$ cat src/rtl/mult_carry_normalizer.sv
// rtl/mult_carry_normalizer.sv - serial carry normalizer for redundant multiplier limbs (optional MULT_NORM_PINGPONG_EN shadow buffer)
module mult_carry_normalizer #(
    parameter int NUM_ELEMENTS = 17,
    parameter int BIT_LEN      = 17,
    parameter int WORD_LEN     = 16,
    localparam int L           = NUM_ELEMENTS * 2,
    localparam int IW          = $clog2(NUM_ELEMENTS * 2),
    localparam int CW          = BIT_LEN - WORD_LEN + 1
) (
    input  logic                clk,
    input  logic                rst,
    input  logic                in_valid,
    output logic                in_ready,
    input  logic [BIT_LEN-1:0]  in_M [L],
    output logic                out_valid,
    input  logic                out_ready,
    output logic [WORD_LEN-1:0] out_word,
    output logic [IW-1:0]       out_idx,
    output logic                out_last,
    output logic [CW-1:0]       out_carry
);

    typedef enum logic {IDLE, RUN} state_t;

    state_t             state;
    logic [BIT_LEN-1:0] limb_buf [L];
    logic [CW-1:0]      carry;
    logic [IW-1:0]      idx;
    logic [BIT_LEN:0]   sum;
    logic               run;
    logic               idx_last;
    logic               accept;
    logic               in_fire;

`ifdef MULT_NORM_PINGPONG_EN
    logic [BIT_LEN-1:0] shadow_buf [L];
    logic               shadow_full;
`endif

    // Current word: the buffered limb plus the carry rippled in from the word below
    always_comb begin
        run      = (state == RUN);
        sum      = {1'b0, limb_buf[idx]} + (BIT_LEN + 1)'(carry);
        idx_last = (idx == IW'(L - 1));
        accept   = run && out_ready;
`ifdef MULT_NORM_PINGPONG_EN
        in_ready = !shadow_full;
`else
        in_ready = (state == IDLE);
`endif
        in_fire   = in_valid && in_ready;
        out_valid = run;
        out_word  = run ? sum[WORD_LEN-1:0] : '0;
        out_idx   = idx;
        out_last  = run && idx_last;
        out_carry = (run && idx_last) ? sum[BIT_LEN:WORD_LEN] : '0;
    end

    // Capture, carry propagation and (optionally) shadow buffer handoff
    always_ff @(posedge clk or posedge rst) begin
        if (rst) begin
            state <= IDLE;
            carry <= '0;
            idx   <= '0;
            for (int i = 0; i < L; i++) begin
                limb_buf[i] <= '0;
            end
`ifdef MULT_NORM_PINGPONG_EN
            shadow_full <= 1'b0;
            for (int i = 0; i < L; i++) begin
                shadow_buf[i] <= '0;
            end
`endif
        end else begin
            if (state == IDLE) begin
                if (in_fire) begin
                    limb_buf <= in_M;
                    carry    <= '0;
                    idx      <= '0;
                    state    <= RUN;
                end
            end else if (accept) begin
                if (idx_last) begin
                    carry <= '0;
                    idx   <= '0;
`ifdef MULT_NORM_PINGPONG_EN
                    // A queued transaction or one arriving on this very cycle restarts at word 0 with no gap
                    if (shadow_full) begin
                        limb_buf    <= shadow_buf;
                        shadow_full <= 1'b0;
                    end else if (in_fire) begin
                        limb_buf <= in_M;
                    end else begin
                        state <= IDLE;
                    end
`else
                    state <= IDLE;
`endif
                end else begin
                    carry <= sum[BIT_LEN:WORD_LEN];
                    idx   <= idx + 1'b1;
                end
            end
`ifdef MULT_NORM_PINGPONG_EN
            // Input taken mid-transaction is parked until the active one drains
            if (run && in_fire && !(accept && idx_last)) begin
                shadow_buf  <= in_M;
                shadow_full <= 1'b1;
            end
`endif
        end
    end

endmodule
$ cat config.mk
export PLATFORM = sky130hd
export DESIGN_NAME = mult_carry_normalizer
export DESIGN_NICKNAME = d
export VERILOG_FILES = /design/src/rtl/mult_carry_normalizer.sv
export SDC_FILE = /design/constraint.sdc
export NUM_CORES = 2
export LEC_CHECK = 0
export CORE_ASPECT_RATIO = 1.4
export CORE_UTILIZATION = 42
export CTS_BUF_LIST = sky130_fd_sc_hd__clkbuf_8 sky130_fd_sc_hd__clkbuf_16
export DETAILED_ROUTE_END_ITERATION = 8
export PLACE_DENSITY = 0.79
export SLEW_MARGIN = 40
export SYNTH_ARGS = -nofsm -noshare
export SYNTH_HDL_FRONTEND = slang
export SYNTH_SLANG_ARGS = --single-unit
export TNS_END_PERCENT = 30
$ cat constraint.sdc
create_clock -name clk -period 25.8 [get_ports clk]
set_input_delay 5.16 -clock clk [delete_from_list [all_inputs] [get_ports clk]]
set_output_delay 5.16 -clock clk [all_outputs]
set_load 0.1 [all_outputs]
==> impl_metrics.yaml <==
clock_tree:
  clk_path_buf_depth: 3
  cts_hold_buf: 0
  clk_pin_slew_ns: 0.06
  postCtsSetupBuffers: 0
  root_buffer: "clkbuf_16"
  cts_max_level: 2
  cts.repair.resized: 0
  clk-insertion-delay-late_ns: 0.63
  cts_tree: "built"
  clock_sinks: 587
  cts_buffers: 59
floorplan:
  ioPinCount: 609
  die_h_um: 304
  core_area_sq_mm: 0.0644
  num_rows: 110
  die_w_um: 218
  die_area_sq_mm: 0.0663
  start_util_pct: 42.5
route:
  viasPerCell: 5.53
  dr_total_vias: 18300
  ant_nets: 0
  drt-initial-drc-count: 1127
  wl_per_cell_um: 27.1
  drc_errors: 0
  dr.pass1.iters: 5
  drt_wl_total_um: 89700
sta:
  slew_viol_final: 0
  setup_tns_ns: 0
  post-route-period-util_pct: 42.1
  fin_crit_ns: 10.86
  finalWorstSetupSlack_ns: 14.94
  clock_skew_ns: 0.0310
  slew_headroom_pct: 44.3
  max_slew.worst_pin.slew_ns: 0.834
  setup_violations: 0
  rsz0062_at_grt: "false"
  fmax_mhz: 92.1
  hold_viol_final: 0
synth:
  syn_inst: 1821
  synthArstFlopShare_pct: 100
  syn_avg_cell_area_sq_um: 15.0
  synth_top_area_cell: "dfrtp_1"
  yosysUniqueCellTypes: 72
  synthTopCellsByArea: "dfrtp_1, mux2_2, mux4_2"
  synth_edf_count: 0
  synth_most_common_cell: "mux2_2"
  ys.flop_type: "dfrtp_1"
  synth_seq_cells: 587
  netlist_area_sq_mm: 0.0274
  syn_nets: 2408
  yosysWarnings: 0
  ys_top_cells_by_count: "mux2_2, dfrtp_1, mux2i_1"
  yosysTopAreaCellShare_pct: 53.6
  synth-seq-area-share_pct: 53.6
setup_path:
  cp_data_arrival_time_ns: 5.70
  r2r_setup_slack_ns: 21.20
  cp_slowest_cell: "dfrtp_4"
  max_stage_delay_ns: 0.91
  end_kind: "output pin"
  r2r_start: "out_idx[1]"
  worstSetupPathType: "reg2out"
  critical_path.cell_chain: "buf_4, buf_4, mux4_2, mux2i_1, o2111ai_1, o311ai_2, nor4_4, and4b_1, nand3_1, a21oi_1, buf_2"
  crit_fanout: 52
  r2r-end: "carry[0]"
  cp-start-kind: "register"
  cpMostUsedCell: "buf_4"
  required_ns: 20.64
  reg2regPathDepth: 10
pwr:
  p_comb_share_pct: 31.5
  clockPowerShare_pct: 30.1
  ir_worst_vdd_mv: 0.0569
  leakage_nw: 15.1
  p_per_area_mw_per_mm2: 80.6
  netSwitchingPower_uw: 994
  seq_power_share_pct: 38.4
  p_int_mw: 1.91
  switching_share_pct: 34.2
cells_and_area:
  drive_gt1_share_pct: 36.0
  fin_nets: 2974
  nFillCells: 5178
  final_area_sq_mm: 0.0360
  multiInputGateArea_sq_mm: 0.0119
  syn2layout_area_growth_pct: 31.4
  seqCellArea_sq_mm: 0.0147
placement:
  place_congestion: 0.854
  dp.final_hpwl_um: 67600
  port_buffers: 608
  dpl_worst_slack_ns: 15.56
  dpl-instance-area_sq_mm: 0.0339
worst_hold_path:
  hp-class: "reg2reg"
  hp-start: "limb_buf[488]"
  hold_depth: 1
  holdPathEnd: "limb_buf[488]"
outcome:
  status: "finished clean"
global_route:
  grt_max_degree: 99
  grt_pass1_wl_um: 131000
  antenna_found_initial: 36
  track_usage_pct: 27.0
  overflow: 0
  first_global_vias: 20200
run:
  maxCapViolations: 0
[stage by stage]
step	cells	util, %	hold slack [ns]	power (mW)
final	3306	55.9	0.502	2.90
after CTS	3271	55.7	0.504	2.93
after global placement	3163	52.7	0.482	2.05
after global routing	3306	55.9	0.515	3.01
after floorplan	1821	-	0.462	1.73
after detailed placement	3164	52.6	0.490	2.05
[cell families after synthesis]
kind of cell	after synthesis	share of synthesized area [%]
buffers and inverters	142	3.14
DFF	587	53.6
muxes	813	36.2
AOI/OAI and AO/OA	133	3.73
adders and majority gates	5	0.256
xor gates and xnor gates	11	0.352
and+or+nand+nor	130	2.69
[worst max-delay path: cells and delay by family (launching register included)]
kind | cells | cell delay (ns)
mux | 2 | 0.50
buf+inv | 3 | 1.73
flops | 1 | 0.91
simple gates | 3 | 0.97
compound gates | 3 | 0.88
[layout make-up]
class,instances,share of cell area [%]
Sequential cell,587,40.8
Antenna cell,33,0.229
Inverter,11,0.139
Timing Repair Buffer,636,17.4
Tap cell,840,2.92
Multi-Input combinational cell,1092,33.0
Clock buffer,70,4.58
Clock inverter,37,0.917
[worst max-delay path by stage]
stage	startpoint	to	depth (start not counted)
finish	out_idx[1]	out_word[12]	11
global route	out_idx[1]	out_word[13]	11
CTS	out_idx[0]	out_word[12]	10
detailed placement	out_idx[0]	out_word[12]	10
global placement	out_idx[0]	out_word[12]	10
floorplan	rst	carry[0]	1
[power by group through the flow]
stage          clock network [mW]  registers, mW  logic, mW
2_1_floorplan                   0           1.10      0.633
3_3_place_gp                    0           1.13      0.919
3_5_place_dp                    0           1.13      0.913
4_1_cts                     0.890           1.12      0.919
5_1_grt                     0.926           1.13      0.958
6_report                    0.875           1.11      0.916
[per-layer routing]
layer | global-route usage, % | wire, um | vias up
met5 | 0 | 61 | -
li1 | - | - | 7992
met2 | 46.7 | 46800 | 605
met3 | 5.34 | 5050 | 181
met1 | 31.1 | 33400 | 9493
met4 | 14.4 | 4410 | 8
[registers in the layout, indices dropped and copies added (netlist names)]
signal and cells:
carry 2, out_idx 6, out_valid 1, limb_buf 578
[cells in the final DEF, fill, tap and decap left out, types with 6 or more instances in the layout]
cell type	count
o22ai_1	19
clkinv_2	8
a22oi_1	7
mux2i_1	109
clkbuf_8	13
a221o_1	7
nand2_1	27
buf_6	11
buf_4	11
nand3_1	17
clkbuf_16	61
a21oi_1	15
dfrtp_1	582
a221oi_1	10
a222oi_1	6
clkdlybuf4s50_1	581
mux4_2	81
diode_2	33
nor3_1	18
inv_1	21
buf_2	27
nor2_1	21
xnor2_1	7
mux2_2	621
o21ai_0	14
(Power assumes the default switching activity.)
==> RTL edit 1, RTL diff (same settings) <==
Set the parameter `WORD_LEN` to 8 (it was 16).
--- a/src/rtl/mult_carry_normalizer.sv
+++ b/src/rtl/mult_carry_normalizer.sv
@@ -2,7 +2,7 @@
 module mult_carry_normalizer #(
     parameter int NUM_ELEMENTS = 17,
     parameter int BIT_LEN      = 17,
-    parameter int WORD_LEN     = 16,
+    parameter int WORD_LEN     = 8,
     localparam int L           = NUM_ELEMENTS * 2,
     localparam int IW          = $clog2(NUM_ELEMENTS * 2),
     localparam int CW          = BIT_LEN - WORD_LEN + 1
Interface: changed (resized out_carry and out_word); port bits go from 609 to 609. No check against the original RTL was run, so the function may have changed too.
==> RTL edit 1 against the unedited design <==
Clock skew fell by 4.6 ps. Design area up 0.79%. Sequential cell count increased by 8. Synthesized area increased by 0.58%. Worst setup slack worse by 560 ps. Critical path depth is 3 higher. Total power is 0.44% higher. Register-to-register slack lost 780 ps. Routed wire length is 0.43% higher. Critical path type unchanged. Largest cell class unchanged. Largest power group unchanged.
==> RTL edit 1: results (changes against the unedited design) <==
grt:
  first_global_vias: 19700  # was 20,200
  grt_max_degree: 123  # was 99
  grt_pass1_wl_um: 131000  # about the same
  gr-usage-all-layers: 0.271  # was 0.270
  antenna_found_initial: 42  # was 36
yosys:
  syn_nets: 2349  # was 2,408
  synth_flop_cell: "dfrtp_1"  # unchanged
  synth_compound_area_frac: 0.0258  # was 0.0373
  ys_types: 65  # was 72
  yosysSeqAreaShare: 0.540  # was 0.536
  post_synth_fa_ha_maj_area_fraction: 0.00617  # was 0.00256
  synth_area_leaders: "dfrtp_1, mux2_2, mux4_2"  # unchanged
  yosys-top-cells-count: "mux2_2, dfrtp_1, mux4_2, clkbuf_1, mux2i_1"  # was mux2_2, dfrtp_1, mux2i_1, mux4_2, clkbuf_1
  synth_top_area_frac: 0.540  # was 0.536
  synth-xor-area-share: 0.00318  # was 0.00352
  yosys_warnings: 0  # unchanged
  synth_mux_area_frac: 0.378  # was 0.362
  async_flop_share: 1.00  # unchanged
  syn_avg_cell_area_um2: 15.7  # was 15.0 um^2
cells_and_area:
  largest_register_ff_count: 578  # unchanged
  regMostFlops: "limb_buf"  # unchanged
  fillers: 5137  # was 5,178
  drive_above_1_share: 0.373  # was 0.360
  nNetsFinal: 2923  # was 2,974
drt:
  dr_total_vias: 18200  # was 18,300
  drt-initial-drc-count: 1528  # was 1,127
  totalWireLength_um: 90100  # was 89,700 um
  dr.pass1.iters: 5  # unchanged
  via_per_inst: 5.59  # was 5.53
critical_path:
  crit_arrival_ps: 6260  # was 5700 ps
  cp_slowest_stage_delay_ps: 850  # was 910 ps
  rrSetupSlack_ps: 20420  # was 21,200 ps
  path_max_fanout: 80  # was 52
  crit_family: "multiplexers"  # was buffers and inverters
  crit_slowest_cell: "dfrtp_4"  # unchanged
power_and_ir_drop:
  p_leak_nw: 15.2  # was 15.1 nW
  max-vdd-ir-drop_mv: 0.0743  # was 0.0569 mV
placed_design:
  gp_congestion: 0.970  # was 0.854
  dp_hpwl_um: 68600  # was 67,600 um
  dp_cells: 3107  # was 3,164
  portBuffers: 608  # unchanged
cts:
  clock_path_buffers: 3  # unchanged
  cts_inserted_buffers: 59  # unchanged
  clk_latency_ps: 610  # was 630 ps
  clockRootBuffer: "clkbuf_16"  # unchanged
  ctsResizeCount: 0  # unchanged
  cts_setup_buffers: 0  # unchanged
  htreeDepth: 2  # unchanged
  clk_pin_slew_ps: 60  # about the same
sta:
  skew_ps: 26.3  # was 31.0 ps
  tightest_slew_ps: 849  # was 834 ps
worst_hold_path:
  hp-class: "register to register"  # unchanged
run_status:
  status: "finished, final reports clean"  # unchanged
RTL edit 1: changes by cell type in the layout (fill, tap and decap cells not counted), sizes merged, moves of 6 or more:
cell | unedited run | this run
mux4 | 81 | 132
a221oi | 13 | 5
a22oi | 7 | 15
nand3 | 17 | 6
o21ai | 18 | 26
nor3 | 19 | 3
ha | 4 | 12
mux2i | 109 | 51
dfrtp | 587 | 595
mux2 | 623 | 611
a221o | 7 | 1
a222oi | 6 | 0
RTL edit 1: metal layers:
metal	share of wire	routed length (um)	vias up	track usage
met5	0.00044	40	-	0
met4	0.049	4440	6	0.143
met3	0.065	5840	184	0.0495
met2	0.49	44000	730	0.434
met1	0.40	35700	9440	0.349
li1	-	-	7805	-
RTL edit 1: layout make-up:
class / instances / share of cell area
Sequential cell: 595 / 0.410
Timing Repair Buffer: 631 / 0.174
Clock buffer: 75 / 0.0474
Inverter: 12 / 0.00159
Tap cell: 840 / 0.0290
Antenna cell: 36 / 0.00248
Multi-Input combinational cell: 1029 / 0.331
Clock inverter: 32 / 0.00493
RTL edit 1: worst paths after layout:
path	start	end	depth (start not counted)
setup / recovery	out_idx[0]$_DFFE_PP0P_	out_carry[6]	14
min in group asynchronous	rst	limb_buf[113]$_DFFE_PP0P_	2
hold reg to reg	limb_buf[423]$_DFFE_PP0P_	limb_buf[423]$_DFFE_PP0P_	1
hold / removal	limb_buf[423]$_DFFE_PP0P_	limb_buf[423]$_DFFE_PP0P_	1
setup reg to reg	out_idx[0]$_DFFE_PP0P_	carry[6]$_DFFE_PP0P_	13
max in group asynchronous	rst	limb_buf[561]$_DFFE_PP0P_	6
RTL edit 1: power by group:
group	internal, mW	switching, mW
combinational	0.408	0.507
clock	0.476	0.372
sequential	1.05	0.106
total	1.93	0.984
RTL edit 1: kinds of logic after synthesis:
family / Yosys count
buffers and inverters: 130
AOI/OAI and AO/OA: 107
and+or+nand+nor: 105
DFF: 595
xor gates and xnor gates: 10
adders and majority gates: 13
muxes: 794
RTL edit 1: stage by stage:
stage	total power [mW]	worst slack [ps]	area, um^2	util	hold slack (ps)
finish	2.92	14380	36300	0.562	497
CTS	2.94	14310	36200	0.561	500
global route	3.03	14000	36300	0.562	518
detailed placement	2.08	14980	34300	0.531	487
global placement	2.08	14240	34300	0.531	480
floorplan	1.77	3990	27600	-	450
==> RTL edit 2, RTL diff (same flow settings) <==
Made on the original files. One comparison of `idx` changes from == to >=.
--- a/src/rtl/mult_carry_normalizer.sv
+++ b/src/rtl/mult_carry_normalizer.sv
@@ -41,7 +41,7 @@
     always_comb begin
         run      = (state == RUN);
         sum      = {1'b0, limb_buf[idx]} + (BIT_LEN + 1)'(carry);
-        idx_last = (idx == IW'(L - 1));
+        idx_last = (idx >= IW'(L - 1));
         accept   = run && out_ready;
 `ifdef MULT_NORM_PINGPONG_EN
         in_ready = !shadow_full;
Formal check against the unedited RTL: no difference found for any inputs over 4 cycles, from zero or initial values and one cycle with rst high; that may be too few to reach the edited logic, so the function may still have changed.
==> RTL edit 2 against the unedited design <==
Combinational power grew 67%. Routed wire length shrank 0.79%. Sequential cell count is the same. Via count shrank 0.85%. Clock skew shrank 5.6 ps. Utilization grew 0.20 points. Maximum frequency shrank 6.3%. Total power grew 33%. Synthesized area shrank 0.31%. Design area grew 0.15%. Non-clock buffer count shrank 1. Worst setup slack lost 730 ps. Cell count shrank 0.91%. Sequential share of layout area shrank 0.074 points. Critical path type unchanged. Largest cell class unchanged.
==> RTL edit 2: results (changes against the unedited design) <==
drt:
  dr_total_vias: 18100  # was 18,300
  wl_met1_um: 33000  # was 33,400 um
  routedWlPerCell_um: 27.2  # was 27.1 um
  route.met2.wl_um: 45900  # was 46,800 um
  dr_wl_met3_um: 5700  # was 5050 um
  via_per_inst: 5.53  # about the same
  drt-initial-drc-count: 1215  # was 1,127
power_and_ir_drop:
  powerComb_mw: 1.53  # was 0.916 mW
  max-vdd-ir-drop_mv: 0.238  # was 0.0569 mV
  power_mw: 3.85  # was 2.90 mW
critical_path:
  path_max_fanout: 43  # was 52
  crit_arrival_ps: 6420  # was 5700 ps
  rrSetupSlack_ps: 20280  # was 21,200 ps
  cp_slowest_stage_delay_ps: 830  # was 910 ps
  r2r_cells: 13  # was 10
yosys:
  syn_inst: 1785  # was 1,821
  synth_area_leaders: "dfrtp_1, mux2_2, mux4_2"  # unchanged
  post_synth_fa_ha_maj_area_fraction: 0.00302  # was 0.00256
  synth_compound_area_frac: 0.0319  # was 0.0373
  yosys-top-cells-count: "mux2_2, dfrtp_1, mux4_2, clkbuf_1, mux2i_1"  # was mux2_2, dfrtp_1, mux2i_1, mux4_2, clkbuf_1
  syn_nets: 2373  # was 2,408
  synth_mux_area_frac: 0.369  # was 0.362
grt:
  grt_max_degree: 176  # was 99
  first_global_vias: 19800  # was 20,200
  met3_usage: 0.0601  # was 0.0534
  met1_usage: 0.310  # was 0.311
placed_design:
  dp_hpwl_um: 67200  # was 67,600 um
  gp_congestion: 0.938  # was 0.854
  dp_cells: 3136  # was 3,164
sta:
  whs_ps: 501  # was 502 ps
  slew_headroom: 0.453  # was 0.443
cells_and_area:
  drive_above_1_share: 0.376  # was 0.360
  fillers: 5043  # was 5,178
  nNetsFinal: 2946  # was 2,974
worst_hold_path:
  hold_start: "limb_buf[286]$_DFFE_PP0P_"  # was limb_buf[488]$_DFFE_PP0P_
  worstHoldEndpoint: "limb_buf[286]$_DFFE_PP0P_"  # was limb_buf[488]$_DFFE_PP0P_
run_status:
  status: "finished, final reports clean"  # unchanged
==> RTL edit 2: changes by cell type after synthesis, moves of 12 or more <==
cell     delta
o22ai_1    -12
mux2i_1    -63
mux2_2     +19
a21oi_1    +16
nand2_1    +14
nor3_1     -13
mux4_1     +19
==> RTL edit 2: area by class of cell <==
| cell class | instances | area (um^2) | area share |
|---|---|---|---|
| antenna | 32 | 80.1 | 0.00222 |
| clock buffer | 72 | 1660 | 0.0459 |
| clock inverter | 34 | 372 | 0.0103 |
| inverter | 12 | 52.6 | 0.00146 |
| multi-input combinational | 1064 | 11900 | 0.329 |
| sequential | 587 | 14700 | 0.408 |
| tap | 840 | 1050 | 0.0291 |
| timing repair buffer | 635 | 6280 | 0.174 |
==> RTL edit 2: through the flow <==
step	area, um^2	setup slack [ps]
after global routing	36100	13870
after global placement	33900	14130
after floorplan	27300	4210
after detailed placement	33900	14800
after CTS	35900	14140
final	36100	14220
